File: src/rtl/pipeline_pkg.sv
`default_nettype none
// ============================================================================
// Module      : pipeline_pkg
// Description : Shared pipeline constants, fetch-buffer entry type and helpers.
// Revision    : 1.0 - initial release
// ============================================================================
package pipeline_pkg;

    localparam int unsigned INSTR_W          = 32;
    localparam logic [31:0] RESET_PC_DEFAULT = 32'h0000_0000;
    localparam logic [31:0] PC_INC           = 32'd4;

    typedef struct packed {
        logic [31:0]        pc;
        logic [INSTR_W-1:0] instr;
    } fetch_entry_t;

    function automatic logic [31:0] word_align(input logic [31:0] addr);
        return {addr[31:2], 2'b00};
    endfunction

endpackage
`default_nettype wire

File: src/rtl/if_stage_if.sv
`default_nettype none
// ============================================================================
// Module      : if_stage_if
// Description : Instruction-memory request/response bus of the fetch stage.
// Revision    : 1.0 - initial release
// ============================================================================
interface if_stage_if;
    import pipeline_pkg::*;

    logic               imem_req;
    logic [31:0]        imem_addr;
    logic               imem_ack;
    logic [INSTR_W-1:0] imem_rdata;

    modport master (output imem_req, imem_addr, input  imem_ack, imem_rdata);
    modport slave  (input  imem_req, imem_addr, output imem_ack, imem_rdata);

endinterface
`default_nettype wire

File: src/rtl/if_fifo.sv
`default_nettype none
// ============================================================================
// Module      : if_fifo
// Description : Small synchronous fetch buffer with flush; head read from regs.
// Revision    : 1.0 - initial release
// ============================================================================
module if_fifo
    import pipeline_pkg::*;
#(
    parameter int DEPTH = 1,
    parameter int CNT_W = $clog2(DEPTH + 1)
) (
    input  wire logic         clk,
    input  wire logic         rst,
    input  wire logic         flush,
    input  wire logic         push,
    input  wire logic         pop,
    input  wire fetch_entry_t din,
    output fetch_entry_t      dout,
    output logic              full,
    output logic              empty,
    output logic [CNT_W-1:0]  count
);

    localparam int PTR_W = (DEPTH > 1) ? $clog2(DEPTH) : 1;

    fetch_entry_t     r_mem [DEPTH];
    logic [PTR_W-1:0] r_rd;
    logic [PTR_W-1:0] r_wr;
    logic [CNT_W-1:0] r_count;
    logic             w_pop;

    function automatic logic [PTR_W-1:0] next_ptr(input logic [PTR_W-1:0] p);
        return (p == PTR_W'(DEPTH - 1)) ? '0 : p + 1'b1;
    endfunction

    assign w_pop = pop && !empty;

    always_ff @(posedge clk or negedge rst) begin
        if (!rst) begin
            r_rd    <= '0;
            r_wr    <= '0;
            r_count <= '0;
        end else if (flush) begin
            r_rd    <= '0;
            r_wr    <= '0;
            r_count <= '0;
        end else begin
            if (push)  r_wr <= next_ptr(r_wr);
            if (w_pop) r_rd <= next_ptr(r_rd);
            r_count <= r_count + CNT_W'(push) - CNT_W'(w_pop);
        end
    end

    // Payload needs no reset: it is only observed while count is non-zero.
    always_ff @(posedge clk) begin
        if (push && !flush) r_mem[r_wr] <= din;
    end

    assign dout  = r_mem[r_rd];
    assign empty = (r_count == '0);
    assign full  = (r_count == CNT_W'(DEPTH));
    assign count = r_count;

endmodule
`default_nettype wire

File: src/rtl/if_stage.sv
`default_nettype none
// ============================================================================
// Module      : if_stage
// Description : Instruction fetch stage with prefetch buffer and branch drop.
//               Macro IF_PREFETCH_EN selects a 2-entry buffer (else 1 entry).
// Revision    : 1.0 - initial release
// ============================================================================
module if_stage
    import pipeline_pkg::*;
#(
    parameter logic [31:0] RESET_PC = RESET_PC_DEFAULT
) (
    input  wire logic          clk,
    input  wire logic          rst,
    input  wire logic          freeze,
    input  wire logic          Branch_taken,
    input  wire logic [31:0]   Branch_Address,
    if_stage_if.master         imem,
    output logic [31:0]        PC,
    output logic [INSTR_W-1:0] Instruction,
    output logic               valid
);

`ifdef IF_PREFETCH_EN
    localparam int DEPTH = 2;
`else
    localparam int DEPTH = 1;
`endif
    localparam int CNT_W = $clog2(DEPTH + 1);

    logic [31:0]      r_fetch_pc;
    logic [31:0]      r_addr;
    logic             r_req;
    logic             r_drop;

    logic             w_ack;
    logic             w_push;
    logic             w_pop;
    logic             w_req_done;
    logic             w_issue;
    logic             w_full;
    logic             w_empty;
    logic [31:0]      w_pc_next;
    logic [CNT_W-1:0] w_count;
    logic [CNT_W-1:0] w_count_next;
    fetch_entry_t     w_din;
    fetch_entry_t     w_head;

    // A stray ack with nothing outstanding (e.g. after reset) is ignored.
    assign w_ack      = r_req && imem.imem_ack;
    assign w_push     = w_ack && !r_drop && !Branch_taken && (!w_full || w_pop);
    assign w_pop      = !w_empty && !freeze && !Branch_taken;
    assign w_req_done = !r_req || imem.imem_ack;
    assign w_din      = '{pc: r_addr + PC_INC, instr: imem.imem_rdata};

    always_comb begin
        w_pc_next    = r_fetch_pc;
        w_count_next = w_count + CNT_W'(w_push) - CNT_W'(w_pop);
        if (Branch_taken) begin
            w_pc_next    = word_align(Branch_Address);
            w_count_next = '0;
        end else if (w_push) begin
            w_pc_next    = r_fetch_pc + PC_INC;
        end
    end

    // A new request reserves a slot, so it is only issued if one stays free.
    assign w_issue = w_req_done && (w_count_next < CNT_W'(DEPTH));

    always_ff @(posedge clk or negedge rst) begin
        if (!rst) begin
            r_fetch_pc <= RESET_PC;
            r_addr     <= RESET_PC;
            r_req      <= 1'b0;
            r_drop     <= 1'b0;
        end else begin
            r_fetch_pc <= w_pc_next;
            if (w_ack)
                r_drop <= 1'b0;
            else if (Branch_taken && r_req)
                r_drop <= 1'b1;
            if (w_req_done) begin
                r_req <= w_issue;
                if (w_issue) r_addr <= w_pc_next;
            end
        end
    end

    if_fifo #(
        .DEPTH (DEPTH),
        .CNT_W (CNT_W)
    ) u_fifo (
        .clk   (clk),
        .rst   (rst),
        .flush (Branch_taken),
        .push  (w_push),
        .pop   (w_pop),
        .din   (w_din),
        .dout  (w_head),
        .full  (w_full),
        .empty (w_empty),
        .count (w_count)
    );

    assign imem.imem_req  = r_req;
    assign imem.imem_addr = r_addr;
    assign valid          = !w_empty;
    assign PC             = valid ? w_head.pc    : 32'h0;
    assign Instruction    = valid ? w_head.instr : '0;

endmodule
`default_nettype wire

File: src/flat_wrapper.sv
// flat-port wrapper written by rule: the top's interface ports become plain ports
module if_stage_flat import pipeline_pkg::*;
#(
    parameter logic [31:0] RESET_PC = RESET_PC_DEFAULT
)
  (clk, rst, freeze, Branch_taken, Branch_Address, PC, Instruction, valid, imem_imem_req, imem_imem_addr, imem_imem_ack, imem_imem_rdata);
  if_stage_if imem_i ();
  input  wire logic clk;
  input  wire logic rst;
  input  wire logic freeze;
  input  wire logic Branch_taken;
  input  wire logic [31:0] Branch_Address;
  output logic [31:0] PC;
  output logic [INSTR_W-1:0] Instruction;
  output logic valid;
  output wire logic [$bits(imem_i.imem_req)-1:0] imem_imem_req;
  output wire logic [$bits(imem_i.imem_addr)-1:0] imem_imem_addr;
  input wire logic [$bits(imem_i.imem_ack)-1:0] imem_imem_ack;
  input wire logic [$bits(imem_i.imem_rdata)-1:0] imem_imem_rdata;
  assign imem_imem_req = imem_i.imem_req;
  assign imem_imem_addr = imem_i.imem_addr;
  assign imem_i.imem_ack = imem_imem_ack;
  assign imem_i.imem_rdata = imem_imem_rdata;
  if_stage #(.RESET_PC(RESET_PC)) u_core (.clk(clk), .rst(rst), .freeze(freeze), .Branch_taken(Branch_taken), .Branch_Address(Branch_Address), .imem(imem_i), .PC(PC), .Instruction(Instruction), .valid(valid));
endmodule
File: config.mk
export PLATFORM = sky130hd
export DESIGN_NAME = if_stage_flat
export DESIGN_NICKNAME = d
export VERILOG_FILES = /design/src/rtl/pipeline_pkg.sv /design/src/rtl/if_stage_if.sv /design/src/rtl/if_fifo.sv /design/src/rtl/if_stage.sv /design/src/flat_wrapper.sv
export SDC_FILE = /design/constraint.sdc
export NUM_CORES = 1
export LEC_CHECK = 0
export CAP_MARGIN = 5
export CELL_PAD_IN_SITES_DETAIL_PLACEMENT = 0
export CELL_PAD_IN_SITES_GLOBAL_PLACEMENT = 2
export CORE_MARGIN = 2
export CORE_UTILIZATION = 34
export CTS_CLUSTER_DIAMETER = 120
export CTS_CLUSTER_SIZE = 16
export DETAILED_ROUTE_END_ITERATION = 8
export PLACE_DENSITY_LB_ADDON = 0.12
export RECOVER_POWER = 50
export REMOVE_ABC_BUFFERS = 1
export SYNTH_ARGS = -nofsm -noshare
export SYNTH_HDL_FRONTEND = slang
export SYNTH_HIERARCHICAL = 1
export SYNTH_SLANG_ARGS = --single-unit
File: constraint.sdc
create_clock -name clk -period 9.95 [get_ports clk]
set_clock_uncertainty 0.1 [all_clocks]
set_input_delay 1.4925 -clock clk [delete_from_list [all_inputs] [get_ports clk]]
set_output_delay 1.4925 -clock clk [all_outputs]
set_load 0.01 [all_outputs]
==> results.py <==
metrics = {
    "logic_synthesis": {
        "synth_adder_area_share_pct": 0.394,
        "syn_avg_cell_area_sq_um": 11.5,
        "synth-simple-area-share_pct": 21.9,
        "synth-seq-area-share_pct": 56.6,
        "synth_compound_area_share_pct": 6.97,
        "syn-cell-area_sq_um": 6350,
        "synth.distinct_cells": 56,
        "yosysWarnings": 6,
        "synth.ff_latch_count": 131,
        "synth-async-reset-ratio_pct": 51.1,
        "syn-instance-count": 554,
        "synth_mux_area_share_pct": 5.06,
        "synth_edf_count": 64,
        "yosys_most_used_dff": "dfrtp_1",
        "synth_xor_area_share_pct": 6.07,
        "synth_top_family_by_area": "simple AND/OR/NAND/NOR gates",
    },
    "timing": {
        "final.setup.tns_ns": 0,
        "rsz0062_at_grt": "false",
        "relSlewSlack_pct": -152,
        "maxSlewViolCount": 121,
        "hold_viol_final": 0,
        "max_freq_ghz": 0.151,
        "fin_crit_sh_pct": 66.6,
        "tightestPinTransition_ns": 3.78,
        "worst_slack_ns": 3.33,
        "setup_viol": 0,
        "min_period_ns": 6.62,
    },
    "clock_network": {
        "ctsResizeCount": 0,
        "clkTransAtPathRegs_ns": 0.06,
        "hold_buffers": 0,
        "clockRootBuffer": "clkbuf_16",
        "clock_path_buffers": 2,
        "htreeDepth": 4,
        "worstSkewPairLatency_ns": 0.42,
        "clock_sinks": 131,
        "numCtsBuffers": 17,
        "cts_tree": "yes",
        "cts_setup_buffers": 0,
    },
    "final_layout": {
        "diodes": 0,
        "nets": 789,
        "area_delta_synth_final_pct": 37.0,
        "drive_gt1_share_pct": 8.62,
    },
    "route": {
        "drc": 0,
        "viasPerCell": 4.93,
        "routedWlPerCell_um": 16.5,
        "drtPass1Iterations": 6,
        "via_count": 4731,
        "antenna_left": 0,
        "routed_wl_mm": 15.9,
        "drt-initial-drc-count": 273,
    },
    "floorplan": {
        "core_sq_um": 18100,
        "io_pins": 167,
        "initial_utilization_pct": 35.0,
        "die_x_um": 141,
        "die-height_um": 141,
        "num_rows": 49,
        "die_area_sq_um": 19800,
    },
    "global_routing": {
        "grtUsageTotal_pct": 16.3,
        "grt_max_degree": 68,
        "grt_pass1_vias": 4591,
        "antenna_found_initial": 0,
        "gr-total-overflow": 0,
        "grt_pass1_wl_mm": 25.1,
    },
    "outcome": {
        "status": "finished with violations",
        "violations": "max-capacitance violations, max-slew violations",
    },
    "place": {
        "port-buffer-count": 164,
        "dp_hpwl_mm": 11.3,
        "pre_cts_slack_ns": 4.74,
        "gp_congestion": 0.823,
    },
    "power": {
        "p_sw_mw": 0.442,
        "vdd_drop_max_mv": 0.122,
        "internal_power_mw": 1.13,
        "sw_frac_of_total_pct": 28.1,
        "p_comb_share_pct": 18.4,
        "p_leak_nw": 3.22,
        "cellPowerDensity_nw_per_um2": 181,
        "pwr-share-clk_pct": 37.2,
        "power_frac_seq_pct": 44.4,
    },
    "worst_setup_path": {
        "cp-start-kind": "input pin",
        "crit_path_max_fanout": 52,
        "crit_path_end_kind": "flip-flop",
        "critical_path_required_ns": 10.17,
        "crit_type": "input pin to flip-flop",
        "critPathArrivalTime_ns": 6.85,
    },
    "run": {
        "drv_cap": 2,
    },
    "worst_hold_path": {
        "hold_path_class": "flip-flop to flip-flop",
    },
}
==> per-stage QoR <==
stage          utilization, %  power, mW  area (sq um)  cells  hold slack, ns
2_1_floorplan               -      0.841          6220    530           0.369
3_3_place_gp             45.1       1.01          8190    928           0.380
3_5_place_dp             45.1       1.02          8190    928           0.377
4_1_cts                  48.1       1.61          8730    960           0.391
5_1_grt                  48.0       1.65          8700    960           0.398
6_report                 48.0       1.57          8700    960           0.382
==> layer usage <==
metal	share of wire [%]	global-route usage [%]
met3	5.2	4.28
met4	1.2	5.47
met1	49	23.1
met5	0	0
met2	44	24.2
==> power by group through the flow <==
stage | Sequential, mW | Clock, mW | Combinational [mW]
floorplan | 0.707 | 0 | 0.134
global placement | 0.709 | 0 | 0.304
detailed placement | 0.710 | 0 | 0.309
CTS | 0.701 | 0.601 | 0.309
global route | 0.708 | 0.625 | 0.318
finish | 0.698 | 0.584 | 0.289
==> synthesized netlist by cell type, types with 2 or more instances <==
| cell type | count | area [sq um] |
|---|---|---|
| a21boi_0 | 2 | 15.0 |
| a21oi_1 | 12 | 60.1 |
| a31oi_1 | 4 | 25.0 |
| and2_1 | 3 | 18.8 |
| and3_1 | 16 | 100 |
| and4_1 | 7 | 61.3 |
| buf_2 | 3 | 15.0 |
| buf_4 | 5 | 37.5 |
| buf_6 | 2 | 22.5 |
| clkbuf_1 | 13 | 48.8 |
| dfrtp_1 | 67 | 1680 |
| edfxtp_1 | 64 | 1920 |
| ha_1 | 2 | 25.0 |
| inv_1 | 15 | 56.3 |
| mux2_1 | 4 | 45.0 |
| mux2_2 | 17 | 191 |
| mux2i_1 | 7 | 70.1 |
| nand2_1 | 45 | 169 |
| nand2b_1 | 5 | 31.3 |
| nand3_1 | 26 | 130 |
| nand4_1 | 16 | 100 |
| nor2_1 | 21 | 78.8 |
| nor2b_1 | 68 | 425 |
| nor3_1 | 15 | 75.1 |
| nor4_1 | 6 | 37.5 |
| o211ai_1 | 5 | 37.5 |
| o21ai_0 | 19 | 95.1 |
| o31a_1 | 5 | 43.8 |
| o31ai_1 | 3 | 22.5 |
| or2_2 | 3 | 18.8 |
| or3_1 | 3 | 18.8 |
| or4_1 | 5 | 37.5 |
| xnor2_1 | 22 | 193 |
| xor2_1 | 22 | 193 |
==> flip-flops by register name, indices dropped and copies added, names as in the netlist <==
name                   count
u_core/u_fifo/r_mem       64
u_core/r_drop              1
u_core/imem.imem_req       1
u_core/u_fifo/count        1
u_core/imem.imem_addr     32
u_core/r_fetch_pc         32
==> cells in the final DEF (no fill, tap or decap), types with 17 or more instances in the layout <==
cell and count:
clkbuf_16 17, clkdlybuf4s50_1 97, dfrtp_1 67, dlygate4sd3_1 65, edfxtp_1 64, mux2_2 17, nand2_1 45, nand3_1 26
nor2_1 21, nor2b_1 67, o21ai_0 19, xnor2_1 22, xor2_1 22
==> critical path, stage by stage <==
cell	delay, ns
buf_2	0.07
clkbuf_1	1.59
clkinv_1	1.58
o2111a_1	0.55
a211oi_4	0.66
buf_4	0.35
nand2_1	0.24
o221ai_1	0.27
==> path summary, 6_finish.rpt <==
check | from | slack (ns) | to | cells past startpoint
hold / removal | u_core/imem.imem_addr[1] | 0.38 | u_core/u_fifo/r_mem[0][33] | 0
hold reg to reg | u_core/imem.imem_addr[1] | 0.38 | u_core/u_fifo/r_mem[0][33] | 0
setup / recovery | Branch_taken | 3.33 | u_core/imem.imem_addr[19] | 8
setup reg to reg | u_core/u_fifo/count | 6.66 | u_core/u_fifo/r_mem[0][51] | 6
max in group asynchronous | rst | 5.25 | u_core/imem.imem_addr[10] | 2
min in group asynchronous | rst | 2.38 | u_core/r_fetch_pc[31] | 2
==> cell families (layout without fill, tap and decap cells) <==
kind of cell | Yosys count | in the layout
AND/OR/NAND/NOR | 245 | 245
flip-flops | 131 | 131
AO/OA/AOI/OAI | 63 | 63
XOR/XNOR | 44 | 44
buffers and inverters | 40 | 217
multiplexers | 29 | 29
adder cells (fa/ha/maj) | 2 | 2
==> layout make-up <==
class                      instances  area [sq um]
clock buffer                      19           433
clock inverter                    13           114
fill                            1705          9450
inverter                          16          60.1
multi-input combinational        383          2550
sequential                       131          3600
tap                              229           287
timing repair buffer             169          1660
Power figures use the tool's default switching activity.
